File: config.mk
export PLATFORM = sky130hd
export DESIGN_NAME = bm_dag2_demod
export DESIGN_NICKNAME = d
export VERILOG_FILES = /design/src/rtl/bm_dag2_demod.sv
export SDC_FILE = /design/constraint.sdc
export NUM_CORES = 1
export LEC_CHECK = 0
export CORE_ASPECT_RATIO = 0.9
export CORE_UTILIZATION = 40
export CTS_CLUSTER_SIZE = 30
export DETAILED_ROUTE_END_ITERATION = 10
export HOLD_SLACK_MARGIN = 0.08
export PLACE_DENSITY_LB_ADDON = 0.3
export SETUP_SLACK_MARGIN = 0.3
export SLEW_MARGIN = 20
export SYNTH_ARGS = -nofsm -noshare
export SYNTH_HDL_FRONTEND = slang
export SYNTH_SLANG_ARGS = --single-unit
File: constraint.sdc
create_clock -name clock -period 6.75 [get_ports clock]
set_clock_uncertainty 0.05 [all_clocks]
set_input_delay 1.35 -clock clock [delete_from_list [all_inputs] [get_ports clock]]
set_output_delay 1.35 -clock clock [all_outputs]
set_load 0.01 [all_outputs]
File: src/rtl/bm_dag2_demod.sv
// Keyed-XOR symbol demodulator with parity check and an output FIFO.
//
// A sync symbol loads the descrambling key and locks the block. While locked,
// each data symbol is unmasked with the current key, checked against its
// even-parity bit, queued as {data, err}, and the key steps by one. Three
// parity errors in a row drop lock until the next sync symbol arrives.
//
// Ports:
//   clock, reset          single clock, synchronous active-high reset
//   in_valid/in_ready     input handshake for sym_in/par_in/sync_in
//   sym_in                masked symbol, or the new key when sync_in=1
//   par_in                even-parity bit of the unmasked data
//   sync_in               key-load marker
//   out_valid/out_ready   output handshake for out_data/out_err (FIFO head)
//   out_data, out_err     decoded data and its parity-mismatch flag
//   locked                high while in the locked state
//   err_count             saturating parity-error count
module bm_dag2_demod #(
  parameter int unsigned BITS  = 2,
  parameter int unsigned DEPTH = 4
) (
  input  logic            clock,
  input  logic            reset,
  input  logic            in_valid,
  output logic            in_ready,
  input  logic [BITS-1:0] sym_in,
  input  logic            par_in,
  input  logic            sync_in,
  output logic            out_valid,
  input  logic            out_ready,
  output logic [BITS-1:0] out_data,
  output logic            out_err,
  output logic            locked,
  output logic [3:0]      err_count
);

  localparam int unsigned PtrW = (DEPTH > 1) ? $clog2(DEPTH) : 1;
  localparam int unsigned CntW = PtrW + 1;
  localparam int unsigned EntW = BITS + 1;

  typedef enum logic [0:0] {StUnsync, StLocked} state_e;

  state_e              state_q, state_d;
  logic [BITS-1:0]     key_q, key_d;
  logic [1:0]          consec_q, consec_d;
  logic [3:0]          err_cnt_q, err_cnt_d;
  logic [PtrW-1:0]     wr_ptr_q, wr_ptr_d;
  logic [PtrW-1:0]     rd_ptr_q, rd_ptr_d;
  logic [CntW-1:0]     count_q, count_d;
  logic [EntW-1:0]     mem_q [DEPTH];

  logic            full;
  logic            accept;
  logic            push;
  logic            pop;
  logic [BITS-1:0] dec_data;
  logic            dec_err;

  // Full blocks writes even when a read happens in the same cycle.
  assign full      = (count_q == CntW'(DEPTH));
  assign in_ready  = ~full & ~reset;
  assign accept    = in_valid & in_ready;
  assign out_valid = (count_q != '0);
  assign pop       = out_valid & out_ready;

  assign dec_data  = sym_in ^ key_q;
  assign dec_err   = (^dec_data) != par_in;

  assign out_data  = mem_q[rd_ptr_q][EntW-1:1];
  assign out_err   = mem_q[rd_ptr_q][0];
  assign locked    = (state_q == StLocked);
  assign err_count = err_cnt_q;

  always_comb begin
    state_d   = state_q;
    key_d     = key_q;
    consec_d  = consec_q;
    err_cnt_d = err_cnt_q;
    push      = 1'b0;

    if (accept) begin
      if (sync_in) begin
        key_d    = sym_in;
        consec_d = '0;
        state_d  = StLocked;
      end else if (state_q == StLocked) begin
        push  = 1'b1;
        key_d = key_q + BITS'(1);
        if (dec_err) begin
          if (err_cnt_q != 4'd15) begin
            err_cnt_d = err_cnt_q + 4'd1;
          end
          consec_d = consec_q + 2'd1;
          // Third error in a row: entry is still queued, but lock is lost.
          if (consec_q == 2'd2) begin
            state_d = StUnsync;
          end
        end else begin
          consec_d = '0;
        end
      end
      // Data symbols while unsynchronised are silently dropped.
    end
  end

  always_comb begin
    wr_ptr_d = wr_ptr_q;
    rd_ptr_d = rd_ptr_q;
    count_d  = count_q;
    if (push) begin
      wr_ptr_d = wr_ptr_q + PtrW'(1);
    end
    if (pop) begin
      rd_ptr_d = rd_ptr_q + PtrW'(1);
    end
    unique case ({push, pop})
      2'b10:   count_d = count_q + CntW'(1);
      2'b01:   count_d = count_q - CntW'(1);
      default: count_d = count_q;
    endcase
  end

  always_ff @(posedge clock) begin
    if (reset) begin
      state_q   <= StUnsync;
      key_q     <= '0;
      consec_q  <= '0;
      err_cnt_q <= '0;
      wr_ptr_q  <= '0;
      rd_ptr_q  <= '0;
      count_q   <= '0;
    end else begin
      state_q   <= state_d;
      key_q     <= key_d;
      consec_q  <= consec_d;
      err_cnt_q <= err_cnt_d;
      wr_ptr_q  <= wr_ptr_d;
      rd_ptr_q  <= rd_ptr_d;
      count_q   <= count_d;
    end
  end

  // Storage needs no reset: entries are only visible when count_q says so.
  always_ff @(posedge clock) begin
    if (push) begin
      mem_q[wr_ptr_q] <= {dec_data, dec_err};
    end
  end

endmodule

== After elaboration in Yosys (flattened, before gate mapping) ==
Memories as Yosys holds them, arrays and structs flattened. A register that Yosys moved wholly into a read port is not among the register bits.
Index checks and enable logic that the tools add are counted.

* Flip-flop bits (word level): 16
* Bits in writable memories: 12
* Output and inout port bits: 10
* Logic and storage cells: 51
* Memories kept: 1

{| class="wikitable"
|+ Memory list
! memory !! depth !! width !! rd ports !! clocked after Yosys merged registers in !! write ports !! line !! source
|-
| mem_q || 4 || 3 || 1 || 1 || 1 || 50 || <nowiki>logic [EntW-1:0] mem_q [DEPTH];</nowiki>
|}

* Add/subtract/negate cells: 7
* Equal/unequal tests: 6
* Mux-type cells: 17
* Bitwise gates (word level): 7
* Reduce and logical (&&, ||, !) cells: 6

{| class="wikitable"
|+ Operators with widths
! cell !! count
|-
| 2-to-1 mux 2 bit || 7
|-
| 2-to-1 mux 1 bit || 9
|-
| adder 2 x 1 -> 2 bit, second input constant || 4
|-
| one-hot mux 3 bit (2 select lines) || 1
|-
| AND reduction 5 bit || 1
|-
| adder 4 x 1 -> 4 bit, second input constant || 1
|-
| equality test 2 bit, second input constant || 2
|-
| != test 4 bit, second input constant || 1
|-
| nonzero test 2 bit || 2
|-
| adder 3 x 1 -> 3 bit, second input constant || 1
|-
| bitwise AND 1 bit || 3
|-
| equality test 3 bit, second input constant || 1
|-
| inverter 1 bit || 3
|-
| nonzero test 3 bit || 1
|-
| subtractor 3 x 1 -> 3 bit, second input constant || 1
|-
| equality test 2 x 1 -> 1 bit, second input constant || 1
|-
| AND reduction 2 bit || 1
|-
| XOR reduction 2 bit || 1
|-
| XOR 2 bit || 1
|-
| != test 1 bit || 1
|}

== Logic depth before layout (Yosys ltp) ==
Gate-level depths: netlist of run 1.

* Word-level depth: 7
* Mapped depth: 9

== Worst setup path after synthesis of run 1 ==
OpenSTA, ideal clock, no wires.

* Path type: in2reg
* From: input port reset
* To: register count_q[2]
* Setup time: 0.070 ns
* Arrival time: 2.999 ns
* Path slack: 3.632 ns
* Stages: 9
* Path buffers: 1
* Cell sequence: buf_6 -> and4bb_2 -> nand2_1 -> ha_1 -> inv_1 -> fa_1 -> xor2_1 -> or3_1 -> a21oi_1

* Longest elaborated chain between the ends: 6

{| class="wikitable"
|+ RTL lines
! item !! line !! source
|-
| from (decl) || 23 || <nowiki>input logic reset,</nowiki>
|-
| inverter 1 bit || 61 || <nowiki>assign in_ready = ~full & ~reset;</nowiki>
|-
| bitwise AND 1 bit || 61 ||
|-
| bitwise AND 1 bit || 62 || <nowiki>assign accept = in_valid & in_ready;</nowiki>
|-
| 2-to-1 mux 1 bit || 81 || <nowiki>if (accept) begin</nowiki>
|-
| equality test 2 x 1 -> 1 bit / equality test 2 bit (equally long branches) || 116 || <nowiki>unique case ({push, pop})</nowiki>
|-
| one-hot mux 3 bit (2 select lines) / nonzero test 2 bit (equally long branches) || n/a ||
|-
| to (signal assigned) || 139 || <nowiki>count_q <= count_d;</nowiki>
|-
| to (decl) || 49 || <nowiki>logic [CntW-1:0] count_q, count_d;</nowiki>
|}

Several ways; a longest one is shown, not always the timed one.
A chain may end at the register's enable or synchronous reset.

== Final worst setup path of run 1 ==
* From: input port reset
* To: output port in_ready

* Longest elaborated chain between the ends: 2

{| class="wikitable"
|+ RTL lines
! item !! line !! source
|-
| inverter 1 bit || 61 ||
|-
| bitwise AND 1 bit || 61 ||
|-
| to (decl) || 25 || <nowiki>output logic in_ready,</nowiki>
|}

Every way passes these cells.

==> impl_metrics.py, run 1 <==
metrics = {
    "placement": {
        "dp_hpwl_mm": 1.85,
        "dp.cells": 180,
        "globalplace.congestion": 0.729,
        "dpl_worst_slack_ns": 2.31,
        "port_buffers": 17,
        "post_dp_cell_area_um2": 1600,
    },
    "floorplanning": {
        "die_w_um": 64.4,
        "core-area_um2": 3350,
        "initial_core_util_pct": 41.8,
        "die_y_um": 58.1,
        "rows": 20,
        "dieArea_um2": 3740,
        "io_pins": 18,
    },
    "cells_and_area": {
        "post-route-util_pct": 51.0,
        "post-route-cell-area_um2": 1710,
        "final_nets": 159,
        "drive_above_1_share_pct": 9.72,
        "area_delta_synth_final_pct": 22.1,
        "fin_cells": 188,
        "layout_common_cells": "dfxtp_1 (18), clkdlybuf4s50_1 (17), nor2_1 (14)",
        "insertedDiodeCount": 0,
        "final_common_cell": "dfxtp_1",
    },
    "sta": {
        "rsz0062_at_grt": "false",
        "fin_crit_ns": 4.46,
        "worst_pin_slew_ns": 0.622,
        "hold_viol": 0,
        "whs_ns": 0.451,
        "tns_ns": 0,
        "setup_viol": 0,
        "drv_slew": 0,
        "max_freq_mhz": 224,
        "min_period_over_period_pct": 66.0,
        "layout_setup_ws_ns": 2.29,
        "slew_headroom_pct": 58.4,
    },
    "route": {
        "via_count": 961,
        "via_per_inst": 5.11,
        "dr.pass1.iters": 4,
        "antenna_left": 0,
        "drt_wl_total_mm": 2.44,
        "post_drt_wl_per_cell_um": 13.0,
        "route.detailed.drc": 0,
        "drt_iter0_drc": 28,
    },
    "clocking": {
        "cts.htree.levels": 2,
        "cts_num_sinks": 30,
        "postCtsResizedCells": 0,
        "numCtsBuffers": 5,
        "clockBufferDepth": 2,
        "post_cts_buffers": 0,
        "clk_pin_slew_ns": 0.06,
        "cts_tree": "done",
        "clock_latency_ns": 0.28,
        "cts_root_buf": "clkbuf_8",
        "cts-hold-fix-buffers": 0,
    },
    "synth": {
        "synth-seq-area-share_pct": 51.5,
        "syn_nets": 139,
        "synth_edf_count": 12,
        "synthFlopType": "dfxtp_1",
        "syn_inst": 123,
        "syn_avg_cell_area_um2": 11.4,
        "ys_types": 36,
        "async_reset_ff_share_pct": 0,
        "ys_seq_elements": 30,
        "syn-cell-area_um2": 1400,
        "yosysWarnings": 0,
    },
    "global_route": {
        "grt_pass1_vias": 913,
        "antenna_found_initial": 0,
        "grt-ovfl-total": 0,
        "grt_max_degree": 18,
        "track_usage_pct": 15.0,
        "grt_pass1_wl_mm": 4.07,
    },
    "worst_hold_path": {
        "hp-class": "reg -> reg",
    },
    "setup_path": {
        "criticalPathCategory": "in -> out",
        "critPathRequiredTime_ns": 5.35,
        "crit_path_start_kind": "primary input",
        "arrival_ns": 3.06,
        "worstSetupEndpointType": "primary output",
        "crit_fanout": 17,
    },
    "power_and_ir_drop": {
        "power_density_nw_per_um2": 237,
        "fin_total_pwr_mw": 0.405,
        "p_leak_nw": 0.633,
        "vdd_ir_drop_max_mv": 0.113,
    },
    "outcome": {
        "status": "complete, no violations",
    },
    "run": {
        "max_cap_viol_count": 0,
    },
}
## final cells by class
| type | count | area (um2) |
|---|---|---|
| sequential | 30 | 721 |
| fill | 315 | 1640 |
| tap | 44 | 55.1 |
| clock inverter | 2 | 33.8 |
| clock buffer | 6 | 72.6 |
| timing repair buffer | 17 | 170 |
| multi-input combinational | 79 | 619 |
| inverter | 10 | 37.5 |
## metal layers
layer / share of wire, % / track usage, % / routed length (um)
met3: 4.1 / 5.91 / 99
met1: 44 / 16.7 / 1080
met4: 1.9 / 7.62 / 46
met5: 0 / 0 / 0
met2: 50 / 25.0 / 1220
## state kept, by name, indices dropped and copies added (netlist names), named ones only
| signal | count |
|---|---|
| wr_ptr_q | 2 |
| rd_ptr_q | 2 |
| count_q | 3 |
| key_q | 2 |
| err_count | 4 |
| locked | 1 |
| consec_q | 2 |
| mem_q | 12 |
## report_power, final
group          total, mW  switching, mW  internal, mW  leakage [nW]
combinational     0.0355         0.0193        0.0162         0.326
sequential         0.197        0.00313         0.194         0.254
clock              0.172         0.0638         0.109        0.0528
## path summary, 6_finish.rpt
check / endpoint / cells after the start / startpoint / slack [ns]
setup / recovery: in_ready / 4 / reset / 2.29
hold / removal: key_q[1]$_SDFFE_PP0P_ / 2 / key_q[1]$_SDFFE_PP0P_ / 0.45
setup reg to reg: count_q[2]$_SDFFE_PP0P_ / 8 / count_q[2]$_SDFFE_PP0P_ / 4.27
hold reg to reg: key_q[1]$_SDFFE_PP0P_ / 2 / key_q[1]$_SDFFE_PP0P_ / 0.45
## logic make-up after synthesis
family                   synth area share, %
XOR/XNOR                                6.61
multiplexers                            7.06
buffers and inverters                   4.29
flip-flops                              51.5
AND/OR/NAND/NOR                         14.7
adder cells (fa/ha/maj)                 7.69
AO/OA/AOI/OAI                           8.13
## critical path, cell delays in order
cell and delay (ns):
clkdlybuf4s50_1 0.87, inv_1 0.19, and2_1 0.18, clkdlybuf4s50_1 0.46
## synth_stat cells, types with 2 or more instances
master / number / area [um2]
mux2i_1: 2 / 20.0
o21ai_0: 5 / 25.0
nand3_1: 5 / 25.0
xnor2_1: 2 / 17.5
xor2_1: 6 / 52.6
mux4_2: 3 / 67.6
or3_1: 2 / 12.5
a32oi_1: 2 / 17.5
clkbuf_1: 3 / 11.3
ha_1: 7 / 87.6
a21oi_1: 4 / 20.0
nand2_1: 4 / 15.0
and3_1: 5 / 31.3
inv_1: 10 / 37.5
edfxtp_1: 12 / 360
nor2_1: 14 / 52.6
dfxtp_1: 18 / 360
Power figures use the tool's default switching activity.
==> run 2: changes to the inputs <==
==> constraint.sdc (replaced) <==
create_clock -name clock -period 4.06 [get_ports clock]
set_clock_uncertainty 0.05 [all_clocks]
set_input_delay 0.812 -clock clock [delete_from_list [all_inputs] [get_ports clock]]
set_output_delay 0.812 -clock clock [all_outputs]
set_load 0.01 [all_outputs]
==> run 2 against run 1 <==
- final cell count up 0.53%
- register-to-register slack worse by 2.7 ns
- via count fell by 2.7%
- clock-buffer cell count unchanged
==> impl_metrics.py, run 2 (synthesized netlist as in run 1, its figures left out) <==
metrics = {
    "setup_path": {
        "rrSetupSlack_ns": 1.59,
        "criticalPathCategory": "in -> out",
        "regToRegEndpoint": "count_q[2]$_SDFFE_PP0P_",
        "crit_path_start_kind": "primary input",
        "arrival_ns": 2.21,
        "cpLargestDelayFamily": "buffers and inverters",
        "worstSetupEndpointType": "primary output",
        "critPathRequiredTime_ns": 3.20,
        "path_cells": "clkdlybuf4s50_1 -> inv_1 -> and2_1 -> clkdlybuf4s50_1",
        "cp_common_cell": "clkdlybuf4s50_1",
        "timing.rr.start": "count_q[2]$_SDFFE_PP0P_",
        "slowest_stage": "clkdlybuf4s50_1",
        "crit_fanout": 8,
        "crit_buf_inv": 3,
        "r2r_cells": 8,
        "cpPeakStageDelay_ns": 0.54,
    },
    "floorplanning": {
        "dieArea_um2": 3740,
        "initial_core_util_pct": 41.8,
        "core-area_um2": 3350,
        "rows": 20,
        "die_w_um": 64.4,
        "die_y_um": 58.1,
        "io_pins": 18,
    },
    "sta": {
        "setup_viol": 0,
        "hold_viol": 0,
        "layout_setup_ws_ns": 0.991,
        "rsz0062_at_grt": "false",
        "tns_ns": 0,
        "drv_slew": 0,
        "slew_headroom_pct": 73.1,
        "max_freq_mhz": 326,
        "fin_crit_ns": 3.07,
        "worst_pin_slew_ns": 0.402,
        "min_period_over_period_pct": 75.6,
    },
    "route": {
        "drt_iter0_drc": 21,
        "top_layer": "met4",
        "drt_wl_total_mm": 2.24,
        "antenna_left": 0,
        "via_per_inst": 4.95,
        "wirelength_met1_mm": 1.03,
        "route.detailed.drc": 0,
        "post_drt_wl_per_cell_um": 11.8,
        "wl_met3_um": 112,
        "via_count": 935,
        "dr.pass1.iters": 4,
        "wl_met2_mm": 1.04,
    },
    "global_route": {
        "grt_pass1_vias": 865,
        "grt_pass1_wl_mm": 3.72,
        "track_usage_pct": 13.8,
        "grt_max_degree": 11,
        "grt-ovfl-total": 0,
        "antenna_found_initial": 0,
    },
    "power_and_ir_drop": {
        "vdd_ir_drop_max_mv": 0.206,
        "p_leak_nw": 0.630,
        "power_density_nw_per_um2": 361,
    },
    "cells_and_area": {
        "fin_cells": 189,
        "insertedDiodeCount": 0,
        "largest_reg_flops": 12,
        "drive_above_1_share_pct": 11.0,
        "layout_common_cells": "dfxtp_1 (18), clkdlybuf4s50_1 (17), nor2_1 (14)",
        "post-route-cell-area_um2": 1690,
        "largest-register": "mem_q",
        "final_nets": 160,
        "final_common_cell": "dfxtp_1",
        "area_delta_synth_final_pct": 20.9,
    },
    "worst_hold_path": {
        "hp-class": "reg -> reg",
        "hold_start": "key_q[1]$_SDFFE_PP0P_",
        "min_to": "key_q[1]$_SDFFE_PP0P_",
        "whs_path_depth": 2,
    },
    "clocking": {
        "cts-hold-fix-buffers": 0,
        "postCtsResizedCells": 0,
        "cts_num_sinks": 30,
        "clock_latency_ns": 0.28,
        "cts.htree.levels": 2,
        "cts_tree": "done",
        "numCtsBuffers": 5,
        "post_cts_buffers": 0,
        "cts_root_buf": "clkbuf_8",
        "clk_pin_slew_ns": 0.06,
        "clockBufferDepth": 2,
    },
    "outcome": {
        "status": "complete, no violations",
    },
    "placement": {
        "globalplace.congestion": 0.798,
        "post_dp_cell_area_um2": 1610,
        "dpl_worst_slack_ns": 0.797,
        "port_buffers": 17,
        "dp_hpwl_mm": 1.76,
        "dp.cells": 181,
    },
    "run": {
        "max_cap_viol_count": 0,
    },
}
-- run 2: worst reg2reg max path, delay by kind of cell (launching register included) --
kind	cells	cell delay [ns]
AO/OA/AOI/OAI	1	0.15
buffers and inverters	1	0.06
AND/OR/NAND/NOR	3	1.03
flip-flops	1	0.37
adder cells (fa/ha/maj)	2	0.58
XOR/XNOR	1	0.16
-- run 2: report_power, final --
part	total [mW]	internal [mW]	leakage, nW	switching, mW
clock network	0.225	0.118	0.0450	0.107
registers	0.327	0.322	0.254	0.00486
logic	0.0586	0.0276	0.331	0.0310
total	0.610	0.468	0.630	0.143
-- run 2: through the flow --
step | hold WS, ns | util, % | power (mW)
4_1_cts | 0.445 | 50.5 | 0.620
2_1_floorplan | 0.408 | - | 0.368
3_5_place_dp | 0.436 | 48.0 | 0.393
6_report | 0.442 | 50.5 | 0.610
5_1_grt | 0.458 | 50.5 | 0.638
3_3_place_gp | 0.432 | 48.0 | 0.391
-- run 2: worst max-delay path by stage --
stage          start                      end  slack (ns)  depth (start not counted)
3_5_place_dp   reset  count_q[2]$_SDFFE_PP0P_        0.80                          9
6_report       reset                 in_ready        0.99                          4
3_3_place_gp   reset  count_q[2]$_SDFFE_PP0P_        0.87                          9
5_1_grt        reset                 in_ready        0.90                          4
4_1_cts        reset                 in_ready        0.99                          4
2_1_floorplan  reset  count_q[2]$_SDFFE_PP0P_        1.48                          9
-- run 2: cell type report --
class	count	area, um2
flip-flops and latches	30	721
repair buffers	18	178
clock buffers	6	72.6
well taps	44	55.1
inverters	10	37.5
fillers	304	1660
multi-input cells	79	619
clock inverters	2	10.0
-- run 2: metal layers --
metal / vias to the layer above / global-route usage, %
li1: 481 / -
met1: 424 / 15.3
met2: 22 / 21.8
met3: 8 / 6.30
met4: 0 / 7.94
met5: - / 0
==> run 3: changes to the inputs <==
==> constraint.sdc (replaced) <==
create_clock -name clock -period 3.1 [get_ports clock]
set_clock_uncertainty 0.05 [all_clocks]
set_input_delay 0.62 -clock clock [delete_from_list [all_inputs] [get_ports clock]]
set_output_delay 0.62 -clock clock [all_outputs]
set_load 0.01 [all_outputs]
==> run 3 against run 2 <==
- final cell count is 0.53% higher
- critical path depth is 1 higher
- setup slack worse by 0.59 ns
- non-clock buffer count is 1 higher
- sequential share of layout area is 0.92 points lower
- register-to-register slack worse by 0.97 ns
- combinational power is 37% higher
- final area is 2.2% higher
- sequential cell count stayed put
- die area stayed put
- highest routed layer unchanged
- largest cell class unchanged
==> impl_metrics.py, run 3 (synthesized netlist as in run 1, its figures left out) <==
metrics = {
    "cells_and_area": {
        "fillers": 299,
        "largest-register": "mem_q",
        "final_nets": 161,
        "seqCellArea_um2": 721,
        "final_common_cell": "dfxtp_1",
        "insertedDiodeCount": 0,
        "post-route-util_pct": 51.6,
        "area_delta_synth_final_pct": 23.6,
        "layout_common_cells": "dfxtp_1 (18), clkdlybuf4s50_1 (17), nor2_1 (14)",
        "multi_input_area_um2": 619,
        "largest_reg_flops": 12,
        "drive_above_1_share_pct": 12.3,
    },
    "outcome": {
        "status": "complete, no violations",
    },
    "worst_hold_path": {
        "min_to": "key_q[1]$_SDFFE_PP0P_",
        "hold_start": "key_q[1]$_SDFFE_PP0P_",
        "hp-class": "reg -> reg",
        "whs_path_depth": 2,
    },
    "route": {
        "drt_wl_total_mm": 2.47,
        "via_count": 969,
        "drt_iter0_drc": 35,
        "antenna_left": 0,
        "dr.pass1.iters": 4,
        "via_per_inst": 5.10,
        "route.detailed.drc": 0,
        "post_drt_wl_per_cell_um": 13.0,
    },
    "global_route": {
        "track_usage_pct": 15.5,
        "grt-ovfl-total": 0,
        "antenna_found_initial": 0,
        "grt_max_degree": 17,
        "grt_pass1_vias": 945,
        "grt_pass1_wl_mm": 4.31,
    },
    "power_and_ir_drop": {
        "p_sw_share_pct": 21.4,
        "seq_power_share_pct": 48.5,
        "power_switching_mw": 0.189,
        "p_int_mw": 0.695,
        "p_leak_nw": 0.649,
        "power_density_nw_per_um2": 511,
        "clkPwrFrac_pct": 42.5,
        "comb_power_share_pct": 9.1,
        "vdd_ir_drop_max_mv": 0.230,
    },
    "sta": {
        "worst_pin_slew_ns": 0.468,
        "fin_crit_ns": 2.70,
        "layout_setup_ws_ns": 0.399,
        "setup_viol": 0,
        "hold_viol": 0,
        "tns_ns": 0,
        "max_freq_mhz": 370,
        "slew_headroom_pct": 68.7,
        "drv_slew": 0,
        "rsz0062_at_grt": "false",
        "min_period_over_period_pct": 87.1,
    },
    "placement": {
        "dpl_worst_slack_ns": 0.181,
        "port_buffers": 17,
        "dp_hpwl_mm": 1.83,
        "globalplace.congestion": 0.784,
    },
    "floorplanning": {
        "core-area_um2": 3350,
        "initial_core_util_pct": 41.8,
        "io_pins": 18,
        "rows": 20,
        "die_w_um": 64.4,
        "die_y_um": 58.1,
        "dieArea_um2": 3740,
    },
    "setup_path": {
        "arrival_ns": 2.03,
        "criticalPathCategory": "in -> out",
        "crit_fanout": 16,
        "critPathRequiredTime_ns": 2.43,
        "timing.rr.start": "count_q[2]$_SDFFE_PP0P_",
        "rrSetupSlack_ns": 0.62,
        "regToRegEndpoint": "count_q[2]$_SDFFE_PP0P_",
        "worstSetupEndpointType": "primary output",
        "crit_path_start_kind": "primary input",
        "r2r_cells": 8,
    },
    "clocking": {
        "clockBufferDepth": 2,
        "cts_tree": "done",
        "clk_pin_slew_ns": 0.06,
        "clock_latency_ns": 0.27,
        "post_cts_buffers": 0,
        "cts_num_sinks": 30,
        "cts_root_buf": "clkbuf_8",
        "numCtsBuffers": 5,
        "cts.htree.levels": 2,
    },
    "run": {
        "max_cap_viol_count": 0,
    },
}
## run 3: cell count changes in the layout (fill, tap and decap cells not counted)
cell / before / now
buf_6: 0 / 1
clkbuf_1: 1 / 0
bufinv_16: 0 / 1
## run 3: metrics by stage
stage / instances / hold WS, ns / power [mW] / instance area [um2]
final: 190 / 0.453 / 0.883 / 1730
after floorplan: 123 / 0.408 / 0.482 / 1400
after CTS: 190 / 0.459 / 0.896 / 1730
after global placement: 182 / 0.430 / 0.513 / 1620
after global routing: 190 / 0.488 / 0.920 / 1730
after detailed placement: 182 / 0.444 / 0.516 / 1620
## run 3: power groups by stage
stage	clock (mW)	combinational (mW)	sequential [mW]
5_1_grt	0.404	0.0869	0.429
6_report	0.375	0.0801	0.428
2_1_floorplan	0	0.0466	0.436
3_3_place_gp	0	0.0766	0.436
4_1_cts	0.388	0.0793	0.428
3_5_place_dp	0	0.0790	0.437
## run 3: worst max-delay path, cell delays in order
cell             delay [ns]
clkdlybuf4s50_1        0.44
buf_6                  0.17
inv_1                  0.13
and2_1                 0.14
clkdlybuf4s50_1        0.52
## run 3: cell type report
type	instances	area share [%]
sequential	30	41.6
multi-input combinational	79	35.8
timing repair buffer	19	10.9
clock buffer	5	3.98
tap	44	3.18
clock inverter	3	2.31
inverter	10	2.17
## run 3: worst max-delay path by stage
stage | start | to | slack [ns] | depth (start not counted)
2_1_floorplan | reset | count_q[2]$_SDFFE_PP0P_ | 0.71 | 9
3_3_place_gp | reset | count_q[2]$_SDFFE_PP0P_ | 0.26 | 9
3_5_place_dp | reset | count_q[2]$_SDFFE_PP0P_ | 0.18 | 9
4_1_cts | reset | in_ready | 0.35 | 5
5_1_grt | reset | in_ready | 0.33 | 5
6_report | reset | in_ready | 0.40 | 5
## run 3: timing repair
| action | CTS | global route |
|---|---|---|
| setup endpoints to repair | 0 | 1 |
| hold buffers | 0 | 0 |
| gates resized for setup | 0 | 1 |
## run 3: layer usage
metal | routed length, um | part of all wire [%] | up-vias | GRT usage, %
met3 | 92 | 3.7 | 4 | 4.53
met5 | 0 | 0 | - | 0
met4 | 33 | 1.3 | 0 | 7.62
li1 | - | - | 484 | -
met2 | 1200 | 49 | 18 | 25.7
met1 | 1140 | 46 | 463 | 18.5
